<file path="config.mk">
export PLATFORM = sky130hd
export DESIGN_NAME = s_axil_register
export DESIGN_NICKNAME = d
export VERILOG_FILES = /design/src/rtl/s_axil_register.sv
export SDC_FILE = /design/constraint.sdc
export NUM_CORES = 1
export LEC_CHECK = 0
export BUFFER_PORTS_ARGS = -buffer_cell sky130_fd_sc_hd__buf_2
export CELL_PAD_IN_SITES_DETAIL_PLACEMENT = 0
export CELL_PAD_IN_SITES_GLOBAL_PLACEMENT = 1
export CORE_UTILIZATION = 52
export DETAILED_ROUTE_END_ITERATION = 6
export GPL_TIMING_DRIVEN = 1
export PLACE_DENSITY_LB_ADDON = 0.1
export SKIP_CTS_REPAIR_TIMING = 1
export SLEW_MARGIN = 25
export SYNTH_ARGS = -nofsm -noshare
export SYNTH_HDL_FRONTEND = slang
export SYNTH_SLANG_ARGS = --single-unit
</file>
<file path="constraint.sdc">
create_clock -name ACLK -period 3.6 [get_ports ACLK]
set_clock_uncertainty 0.05 [all_clocks]
set_input_delay 0.18 -clock ACLK [delete_from_list [all_inputs] [get_ports ACLK]]
set_output_delay 0.18 -clock ACLK [all_outputs]
set_load 0.05 [all_outputs]
</file>
<file path="src/rtl/s_axil_register.sv">
// s_axil_register: AXI4-Lite slave exposing NUM_REG 32-bit registers.
// Register index is ADDR[5:2]; any address bit above bit 5 makes the
// access out of range (write dropped, read returns zero, SLVERR).
// Write and read channels run independent two-state machines, so at most
// one write and one read can be in flight at a time.
module s_axil_register #(
    parameter int S_AXI_DATA_WIDTH = 32,
    parameter int S_AXI_ADDR_WIDTH = 32,
    parameter int NUM_REG          = 16
) (
    input  logic                          ACLK,
    input  logic                          ARESET,
    input  logic [S_AXI_ADDR_WIDTH-1:0]   AWADDR,
    input  logic                          AWVALID,
    output logic                          AWREADY,
    input  logic [S_AXI_DATA_WIDTH-1:0]   WDATA,
    input  logic [S_AXI_DATA_WIDTH/8-1:0] WSTRB,
    input  logic                          WVALID,
    output logic                          WREADY,
    output logic [1:0]                    BRESP,
    output logic                          BVALID,
    input  logic                          BREADY,
    input  logic [S_AXI_ADDR_WIDTH-1:0]   ARADDR,
    input  logic                          ARVALID,
    output logic                          ARREADY,
    output logic [S_AXI_DATA_WIDTH-1:0]   RDATA,
    output logic [1:0]                    RRESP,
    output logic                          RVALID,
    input  logic                          RREADY
);

    localparam int         STRB_W      = S_AXI_DATA_WIDTH / 8;
    localparam logic [1:0] RESP_OKAY   = 2'b00;
    localparam logic [1:0] RESP_SLVERR = 2'b10;

    typedef enum logic {
        W_IDLE = 1'b0,
        W_RESP = 1'b1
    } w_state_t;

    typedef enum logic {
        R_IDLE = 1'b0,
        R_DATA = 1'b1
    } r_state_t;

    // Register storage
    logic [S_AXI_DATA_WIDTH-1:0] regs [NUM_REG];

    // Write channel state
    w_state_t                    w_state, w_state_nxt;
    logic                        aw_ready_q, aw_ready_nxt;
    logic                        w_ready_q, w_ready_nxt;
    logic                        aw_got_q, aw_got_nxt;
    logic                        w_got_q, w_got_nxt;
    logic                        bvalid_q, bvalid_nxt;
    logic [1:0]                  bresp_q, bresp_nxt;
    logic [S_AXI_ADDR_WIDTH-1:0] awaddr_q;
    logic [S_AXI_DATA_WIDTH-1:0] wdata_q;
    logic [STRB_W-1:0]           wstrb_q;

    // Read channel state
    r_state_t                    r_state, r_state_nxt;
    logic                        ar_ready_q, ar_ready_nxt;
    logic                        rvalid_q, rvalid_nxt;
    logic [1:0]                  rresp_q, rresp_nxt;
    logic [S_AXI_DATA_WIDTH-1:0] rdata_q, rdata_nxt;

    // Handshakes and the effective write beat
    logic                        aw_hs, w_hs, ar_hs;
    logic                        wr_commit;
    logic [S_AXI_ADDR_WIDTH-1:0] wr_addr;
    logic [S_AXI_DATA_WIDTH-1:0] wr_data;
    logic [STRB_W-1:0]           wr_strb;
    logic                        wr_in_range, rd_in_range;
    logic [3:0]                  wr_idx, rd_idx;
    logic                        unused_addr;

    assign aw_hs = AWVALID & aw_ready_q;
    assign w_hs  = WVALID & w_ready_q;
    assign ar_hs = ARVALID & ar_ready_q;

    // When a handshake completes the pair on this edge, use the live bus
    // value; otherwise use what was latched at the earlier handshake.
    assign wr_addr = aw_hs ? AWADDR : awaddr_q;
    assign wr_data = w_hs ? WDATA : wdata_q;
    assign wr_strb = w_hs ? WSTRB : wstrb_q;

    assign wr_in_range = ~|wr_addr[S_AXI_ADDR_WIDTH-1:6];
    assign rd_in_range = ~|ARADDR[S_AXI_ADDR_WIDTH-1:6];
    assign wr_idx      = wr_addr[5:2];
    assign rd_idx      = ARADDR[5:2];

    // Byte offset bits do not select anything.
    assign unused_addr = ^{wr_addr[1:0], ARADDR[1:0]};

    assign AWREADY = aw_ready_q;
    assign WREADY  = w_ready_q;
    assign BVALID  = bvalid_q;
    assign BRESP   = bresp_q;
    assign ARREADY = ar_ready_q;
    assign RVALID  = rvalid_q;
    assign RRESP   = rresp_q;
    assign RDATA   = rdata_q;

    // Write FSM next state: gather AW and W in any order, commit on the second.
    always_comb begin
        w_state_nxt  = w_state;
        aw_ready_nxt = aw_ready_q;
        w_ready_nxt  = w_ready_q;
        aw_got_nxt   = aw_got_q;
        w_got_nxt    = w_got_q;
        bvalid_nxt   = bvalid_q;
        bresp_nxt    = bresp_q;
        wr_commit    = 1'b0;
        case (w_state)
            W_IDLE: begin
                if ((aw_got_q | aw_hs) && (w_got_q | w_hs)) begin
                    wr_commit    = 1'b1;
                    w_state_nxt  = W_RESP;
                    aw_ready_nxt = 1'b0;
                    w_ready_nxt  = 1'b0;
                    aw_got_nxt   = 1'b0;
                    w_got_nxt    = 1'b0;
                    bvalid_nxt   = 1'b1;
                    bresp_nxt    = wr_in_range ? RESP_OKAY : RESP_SLVERR;
                end else begin
                    // Each ready stays up until its own beat has been taken.
                    aw_got_nxt   = aw_got_q | aw_hs;
                    w_got_nxt    = w_got_q | w_hs;
                    aw_ready_nxt = ~(aw_got_q | aw_hs);
                    w_ready_nxt  = ~(w_got_q | w_hs);
                end
            end
            W_RESP: begin
                if (BREADY) begin
                    w_state_nxt  = W_IDLE;
                    bvalid_nxt   = 1'b0;
                    aw_ready_nxt = 1'b1;
                    w_ready_nxt  = 1'b1;
                end
            end
            default: w_state_nxt = W_IDLE;
        endcase
    end

    // Write FSM state and response registers.
    always_ff @(posedge ACLK or negedge ARESET) begin
        if (!ARESET) begin
            w_state    <= W_IDLE;
            aw_ready_q <= 1'b0;
            w_ready_q  <= 1'b0;
            aw_got_q   <= 1'b0;
            w_got_q    <= 1'b0;
            bvalid_q   <= 1'b0;
            bresp_q    <= RESP_OKAY;
        end else begin
            w_state    <= w_state_nxt;
            aw_ready_q <= aw_ready_nxt;
            w_ready_q  <= w_ready_nxt;
            aw_got_q   <= aw_got_nxt;
            w_got_q    <= w_got_nxt;
            bvalid_q   <= bvalid_nxt;
            bresp_q    <= bresp_nxt;
        end
    end

    // Latch address/data/strobes at their own handshakes; validity is
    // tracked by aw_got_q/w_got_q, so these need no reset.
    always_ff @(posedge ACLK) begin
        if (aw_hs) awaddr_q <= AWADDR;
        if (w_hs) begin
            wdata_q <= WDATA;
            wstrb_q <= WSTRB;
        end
    end

    // Register file: byte-lane writes on commit, cleared by reset.
    always_ff @(posedge ACLK or negedge ARESET) begin
        if (!ARESET) begin
            for (int i = 0; i < NUM_REG; i++) regs[i] <= '0;
        end else if (wr_commit && wr_in_range) begin
            for (int b = 0; b < STRB_W; b++) begin
                if (wr_strb[b]) regs[wr_idx][8*b +: 8] <= wr_data[8*b +: 8];
            end
        end
    end

    // Read FSM next state: sample the register contents as they stand
    // before this edge, so a same-edge write commit is not visible.
    always_comb begin
        r_state_nxt  = r_state;
        ar_ready_nxt = ar_ready_q;
        rvalid_nxt   = rvalid_q;
        rresp_nxt    = rresp_q;
        rdata_nxt    = rdata_q;
        case (r_state)
            R_IDLE: begin
                if (ar_hs) begin
                    r_state_nxt  = R_DATA;
                    ar_ready_nxt = 1'b0;
                    rvalid_nxt   = 1'b1;
                    rresp_nxt    = rd_in_range ? RESP_OKAY : RESP_SLVERR;
                    rdata_nxt    = rd_in_range ? regs[rd_idx] : '0;
                end else begin
                    ar_ready_nxt = 1'b1;
                end
            end
            R_DATA: begin
                if (RREADY) begin
                    r_state_nxt  = R_IDLE;
                    rvalid_nxt   = 1'b0;
                    ar_ready_nxt = 1'b1;
                end
            end
            default: r_state_nxt = R_IDLE;
        endcase
    end

    // Read FSM state and read-data registers.
    always_ff @(posedge ACLK or negedge ARESET) begin
        if (!ARESET) begin
            r_state    <= R_IDLE;
            ar_ready_q <= 1'b0;
            rvalid_q   <= 1'b0;
            rresp_q    <= RESP_OKAY;
            rdata_q    <= '0;
        end else begin
            r_state    <= r_state_nxt;
            ar_ready_q <= ar_ready_nxt;
            rvalid_q   <= rvalid_nxt;
            rresp_q    <= rresp_nxt;
            rdata_q    <= rdata_nxt;
        end
    end

endmodule

</file>
---- Word-level counts from Yosys, hierarchy flattened ----
Index checks and enable logic that the tools add are counted.
word-level totals
  register bits ........................... 625
  output and inout port bits .............. 41
  bits of input ports ..................... 107
  logic and storage cells ................. 111
operators by class
  reduce and logical (&&, ||, !) cells .... 10
  bitwise logic cells ..................... 11
  muxes and demuxes ....................... 51
  order comparisons ....................... 3
  equal/unequal tests ..................... 4
operators by type and width
  cell                                                                           number
  512-bit two-way mux                                                            7
  512-bit bitwise mux                                                            4
  32-bit demux with 4-bit select                                                 4
  32-bit two-way mux                                                             6
  32-bit binary-select mux with 4-bit select                                     1
  26-bit OR reduction                                                            2
  24-bit two-way mux                                                             1
  1-bit two-way mux                                                              16
  16-bit two-way mux                                                             1
  1-bit one-hot mux with 2 select lines                                          7
  5-bit greater-or-equal comparator (second input constant)                      2
  4-bit NOT with 5-bit output                                                    2
  8-bit two-way mux                                                              1
  2-bit inequality test (second input constant)                                  4
  2-bit AND reduction                                                            4
  5-bit by 1-bit less-than comparator with 1-bit output (second input constant)  1
  2-bit two-way mux                                                              2
  4-bit two-way mux                                                              1
  1-bit NOT                                                                      4
  1-bit AND                                                                      3
  1-bit logical AND                                                              3
  1-bit OR                                                                       2
  1-bit logical NOT                                                              1

---- Logic depth before layout (Yosys ltp) ----
  word-level depth ........................ 18
  gate-level depth with buffers ........... 7
  gate-level depth less buffers ........... 5

---- Least setup slack after synthesis ----
Ideal clock, no wire load.
  path kind ............................... reg2reg
  from .................................... reg aw_ready_q (netlist: AWREADY)
  to ...................................... reg regs[448] (netlist name)
  period minus slack after synthesis ...... 2908 ps
  required time ........................... 3425 ps
  library setup time ...................... 125 ps
  path slack .............................. 692 ps
  buffers on the path ..................... 1
  arrival time ............................ 2733 ps
  stages on the path, launching flop included .. 7
  path through ............................ dfrtp_1 -> clkbuf_2 -> nor4bb_1 -> a31oi_1 -> a211oi_1 -> nand3_4 -> mux2_2
on the way
  word-level cells in the longest chain between the ends .. 18
  elaborated cells between the ends (all ways) .. 29
  classes of those cells .................. 2 x order compare; 19 x mux; 3 x bitwise; 5 x reduce/logical
ends and longest elaborated chain
  what                                                                                                                              RTL line  RTL
  start: declaration                                                                                                                51        logic aw_ready_q, aw_ready_nxt;
  start signal: assignment                                                                                                          158       aw_ready_q <= aw_ready_nxt;
  1-bit AND (*)                                                                                                                     78        assign aw_hs = AWVALID & aw_ready_q;
  32-bit two-way mux                                                                                                                n/a
  4-bit NOT with 5-bit output (not written as such)                                                                                 183       if (wr_strb[b]) regs[wr_idx][8*b +: 8] <= wr_data[8*b +: 8];
  5-bit greater-or-equal comparator (not written as such) or 5-bit by 1-bit less-than comparator with 1-bit output (tied branches)  183
  1-bit logical AND (not written as such)                                                                                           183
  8-bit two-way mux (not written as such)                                                                                           183
  32-bit demux with 4-bit select                                                                                                    183
  512-bit bitwise mux                                                                                                               183
  [2 not listed]                                                                                                                    n/a
  512-bit bitwise mux                                                                                                               183
  512-bit two-way mux                                                                                                               183
  512-bit two-way mux                                                                                                               181       end else if (wr_commit && wr_in_range) begin
  512-bit bitwise mux                                                                                                               183
  512-bit two-way mux                                                                                                               183
  512-bit two-way mux                                                                                                               181
  512-bit bitwise mux                                                                                                               183
  512-bit two-way mux                                                                                                               183
  end signal: indexed assignment                                                                                                    183
  end: declaration                                                                                                                  47        logic [S_AXI_DATA_WIDTH-1:0] regs [NUM_REG];
Mark *: on every way between the ends. The rest lies on a longest branch, timed or not. The select of a mux whose other input is x is not followed.
A chain may end at the register's enable or synchronous reset.

---- Worst setup path in the final report ----
  from .................................... in AWADDR[12]
  to ...................................... reg regs[150] (netlist name)
on the way
  word-level cells in the longest chain between the ends .. 4
ends and longest elaborated chain
  what                 RTL line  RTL
  start: declaration   13        input logic [S_AXI_ADDR_WIDTH-1:0] AWADDR,
  32-bit two-way mux   n/a
  26-bit OR reduction  88        assign wr_in_range = ~|wr_addr[S_AXI_ADDR_WIDTH-1:6];
  1-bit logical NOT    88
  1-bit logical AND    181
No other way between the ends.

==> results.py <==
metrics = {
    "clock_tree": {
        "htreeDepth": 3,
        "clkLatencyLatePin_ps": 600,
        "clock_sinks": 621,
        "cts_tree": "done",
        "cts_max_path_buffers": 3,
        "clk_pin_slew_worst_paths_ps": 60,
        "cts_root_buf": "clkbuf_16",
        "cts_inserted_buffers": 69,
    },
    "worst_setup_path": {
        "path_max_fanout": 15,
        "cp-start-kind": "input pin",
        "cp_top_family": "simple AND/OR/NAND/NOR gates",
        "crit_top_cell": "or4_1",
        "end_kind": "flop",
        "cp_data_arrival_time_ps": 3660,
        "cp.required_ps": 4020,
        "cp_slowest_cell": "or4_1",
        "cp_slowest_stage_delay_ps": 690,
        "path_class": "input pin to flop",
        "path_buf_inv": 3,
        "critical_path.cell_chain": "dlygate4sd3_1 > buf_2 > or4_1 > or4_1 > a211oi_4 > buf_4 > nand3_2 > mux2_2",
    },
    "logic_synthesis": {
        "ys.flop_type": "dfrtp_1",
        "synth_cell_types": 44,
        "synthCells": 1750,
        "yosysSeqAreaShare_pct": 54.9,
        "synth-edff-count": 0,
        "ys_warn_count": 0,
        "async_flop_share_pct": 89.4,
        "synth_area_um2": 27700,
        "ys_seq_elements": 621,
        "syn_avg_cell_area_um2": 15.8,
    },
    "routing": {
        "first_iter_violations": 969,
        "drtAntennaViolNets": 0,
        "drt-wirelength-per-cell_um": 24.4,
        "drt_pass1_iterations": 5,
        "drt-total-wl_um": 65900,
        "drc": 0,
        "vias": 16100,
        "viasPerCell": 5.94,
    },
    "run_status": {
        "status": "finished with violations",
        "violations": "hold timing",
    },
    "pwr": {
        "pwr-share-seq_pct": 44.5,
        "peakVddDrop_v": 0.000479,
        "switching_share_pct": 27.5,
        "combinationalPowerShare_pct": 14.4,
        "total_power_mw": 17.0,
        "pwr-share-clk_pct": 41.1,
        "internal-power_mw": 12.3,
        "p_leak_nw": 15.3,
        "switching_power_mw": 4.68,
        "power_density_nw_per_um2": 530,
    },
    "timing": {
        "tns_ps": 0,
        "grt_setup_unrepaired": "no",
        "worst_pin_slew_ps": 1040,
        "maxSlewViolCount": 0,
        "hold_ws_ps": -0.546,
        "post-route-period-util_pct": 90.1,
        "min_period_ps": 3240,
        "slew_headroom_pct": 30.7,
        "fmax_mhz": 308,
        "final_hold_viol_count": 1,
        "finalSetupViolCount": 0,
        "finalWorstSetupSlack_ps": 358,
    },
    "floorplanning": {
        "ios": 148,
        "dieArea_um2": 54200,
        "die_width_um": 233,
        "rows": 84,
        "die_h_um": 233,
        "design.core.area_um2": 52600,
        "start_util_pct": 52.7,
    },
    "global_route": {
        "grt_max_degree": 86,
        "track_usage_pct": 25.3,
        "antenna_found_initial": 2,
        "grt_pass1_wl_um": 102000,
        "overflow": 0,
        "grt_pass1_vias": 16800,
    },
    "placed_design": {
        "placement.io_buffers": 141,
        "routabilityCongestion": 0.790,
        "place_inst": 2538,
        "dp_hpwl_um": 41000,
        "dp_worst_setup_slack_ps": 355,
        "place_area_um2": 29400,
    },
    "finish": {
        "layout-area-overhead-vs-synth_pct": 15.8,
        "final-seq-area_um2": 15200,
        "multi_input_area_um2": 12000,
        "drive_gt1_share_pct": 54.2,
        "layout_common_cells": "dfrtp_1 (555), mux2_2 (550), buf_2 (138), mux4_2 (128), clkbuf_16 (74)",
        "final_common_cell": "dfrtp_1",
        "fin_area_um2": 32100,
        "finalNonFillerCells": 2701,
        "fin_nets": 2065,
        "fill_cells": 4086,
    },
    "flow_run": {
        "max-cap-violations": 0,
    },
    "min_path": {
        "hp-class": "input pin to flop",
    },
}
## final cells by class
cell class | instances | share of cell area, %
Clock buffer | 111 | 6.68
Multi-Input combinational cell | 1011 | 37.4
Antenna cell | 1 | 0.00780
Timing Repair Buffer | 244 | 5.27
Tap cell | 688 | 2.68
Sequential cell | 621 | 47.4
Inverter | 11 | 0.129
Clock inverter | 14 | 0.386
## stage by stage
step / utilization [%] / hold slack (ps)
floorplan: - / -166
global placement: 56.0 / 196
detailed placement: 56.0 / 203
CTS: 60.3 / -433
global route: 61.0 / 13.6
finish: 61.0 / -0.546
## flip-flops by register name, summed over array words and instances (netlist names)
register,count
WREADY,1
aw_got_q,1
w_state,1
wstrb_q,4
ARREADY,1
regs,512
BVALID,1
RRESP,1
BRESP,1
RVALID,1
wdata_q,32
RDATA,32
AWREADY,1
r_state,1
w_got_q,1
awaddr_q,30
## path summary, 6_finish.rpt
check / end / depth (start not counted) / from / slack, ps
worst max-delay path: regs[150] / 8 / AWADDR[12] / 360
max in group asynchronous: regs[189] / 4 / ARESET / 2240
min in group asynchronous: regs[346] / 2 / ARESET / 150
worst min register to register: RVALID / 2 / RVALID / 420
worst max register to register: regs[150] / 7 / AWREADY / 540
worst min-delay path: wdata_q[4] / 2 / WDATA[4] / -0.5
## power groups by stage
stage,combinational [mW],clock (mW),sequential (mW)
floorplan,1.52,0,7.74
global placement,2.39,0,7.67
detailed placement,2.46,0,7.69
CTS,2.46,7.13,7.56
global route,2.69,7.44,7.61
finish,2.45,6.98,7.56
## cell usage after synthesis, types with 2 or more instances
master | count | area share [%]
a211oi_1 | 19 | 0.51
a211oi_4 | 4 | 0.29
a21o_1 | 2 | 0.054
a21oi_1 | 2 | 0.036
a31oi_1 | 9 | 0.20
and4_1 | 3 | 0.095
and4b_1 | 4 | 0.14
buf_1 | 21 | 0.28
buf_12 | 4 | 0.29
buf_2 | 6 | 0.11
buf_4 | 2 | 0.054
clkbuf_1 | 73 | 0.99
dfrtp_1 | 555 | 50
dfxtp_1 | 66 | 4.8
inv_1 | 11 | 0.15
mux2_2 | 550 | 22
mux2_4 | 24 | 1.3
mux2i_1 | 5 | 0.18
mux4_2 | 128 | 10
nand2_1 | 40 | 0.54
nand2b_1 | 5 | 0.11
nand3_1 | 3 | 0.054
nand3_2 | 20 | 0.72
nand3_4 | 40 | 2.5
nand4_1 | 3 | 0.068
nand4_2 | 4 | 0.18
nor2_1 | 15 | 0.20
nor3_1 | 2 | 0.036
nor4_1 | 15 | 0.34
nor4bb_1 | 2 | 0.072
o21ai_0 | 2 | 0.036
o22a_1 | 2 | 0.063
o22ai_1 | 64 | 1.4
o31ai_1 | 32 | 0.87
or2_2 | 2 | 0.045
or4_1 | 3 | 0.081
## worst register-to-register path, stage by stage (launching register included)
cell and delay (ps):
dfrtp_1 370, nand2_1 80, buf_4 220, buf_4 370, mux2i_4 670, buf_12 310, nand3_2 430, mux2_2 430
## kinds of logic (layout without fill, tap and decap cells)
| group | after synthesis | after routing | synth area share, % |
|---|---|---|---|
| compound gates | 139 | 139 | 3.61 |
| buf+inv | 119 | 380 | 1.93 |
| flops | 621 | 621 | 54.9 |
| mux | 707 | 707 | 34.3 |
| other cells | 1 | 3 | 0.0135 |
| simple gates | 163 | 163 | 5.28 |
## metal layers
layer  part of all wire [%]  vias up  track usage (%)
met3                    3.7      109             4.74
met4                    2.4        2             7.25
li1                       -     7094                -
met5                  0.020        -                0
met1                     46     8577             35.3
met2                     48      272             40.4
(Power assumes the default switching activity.)
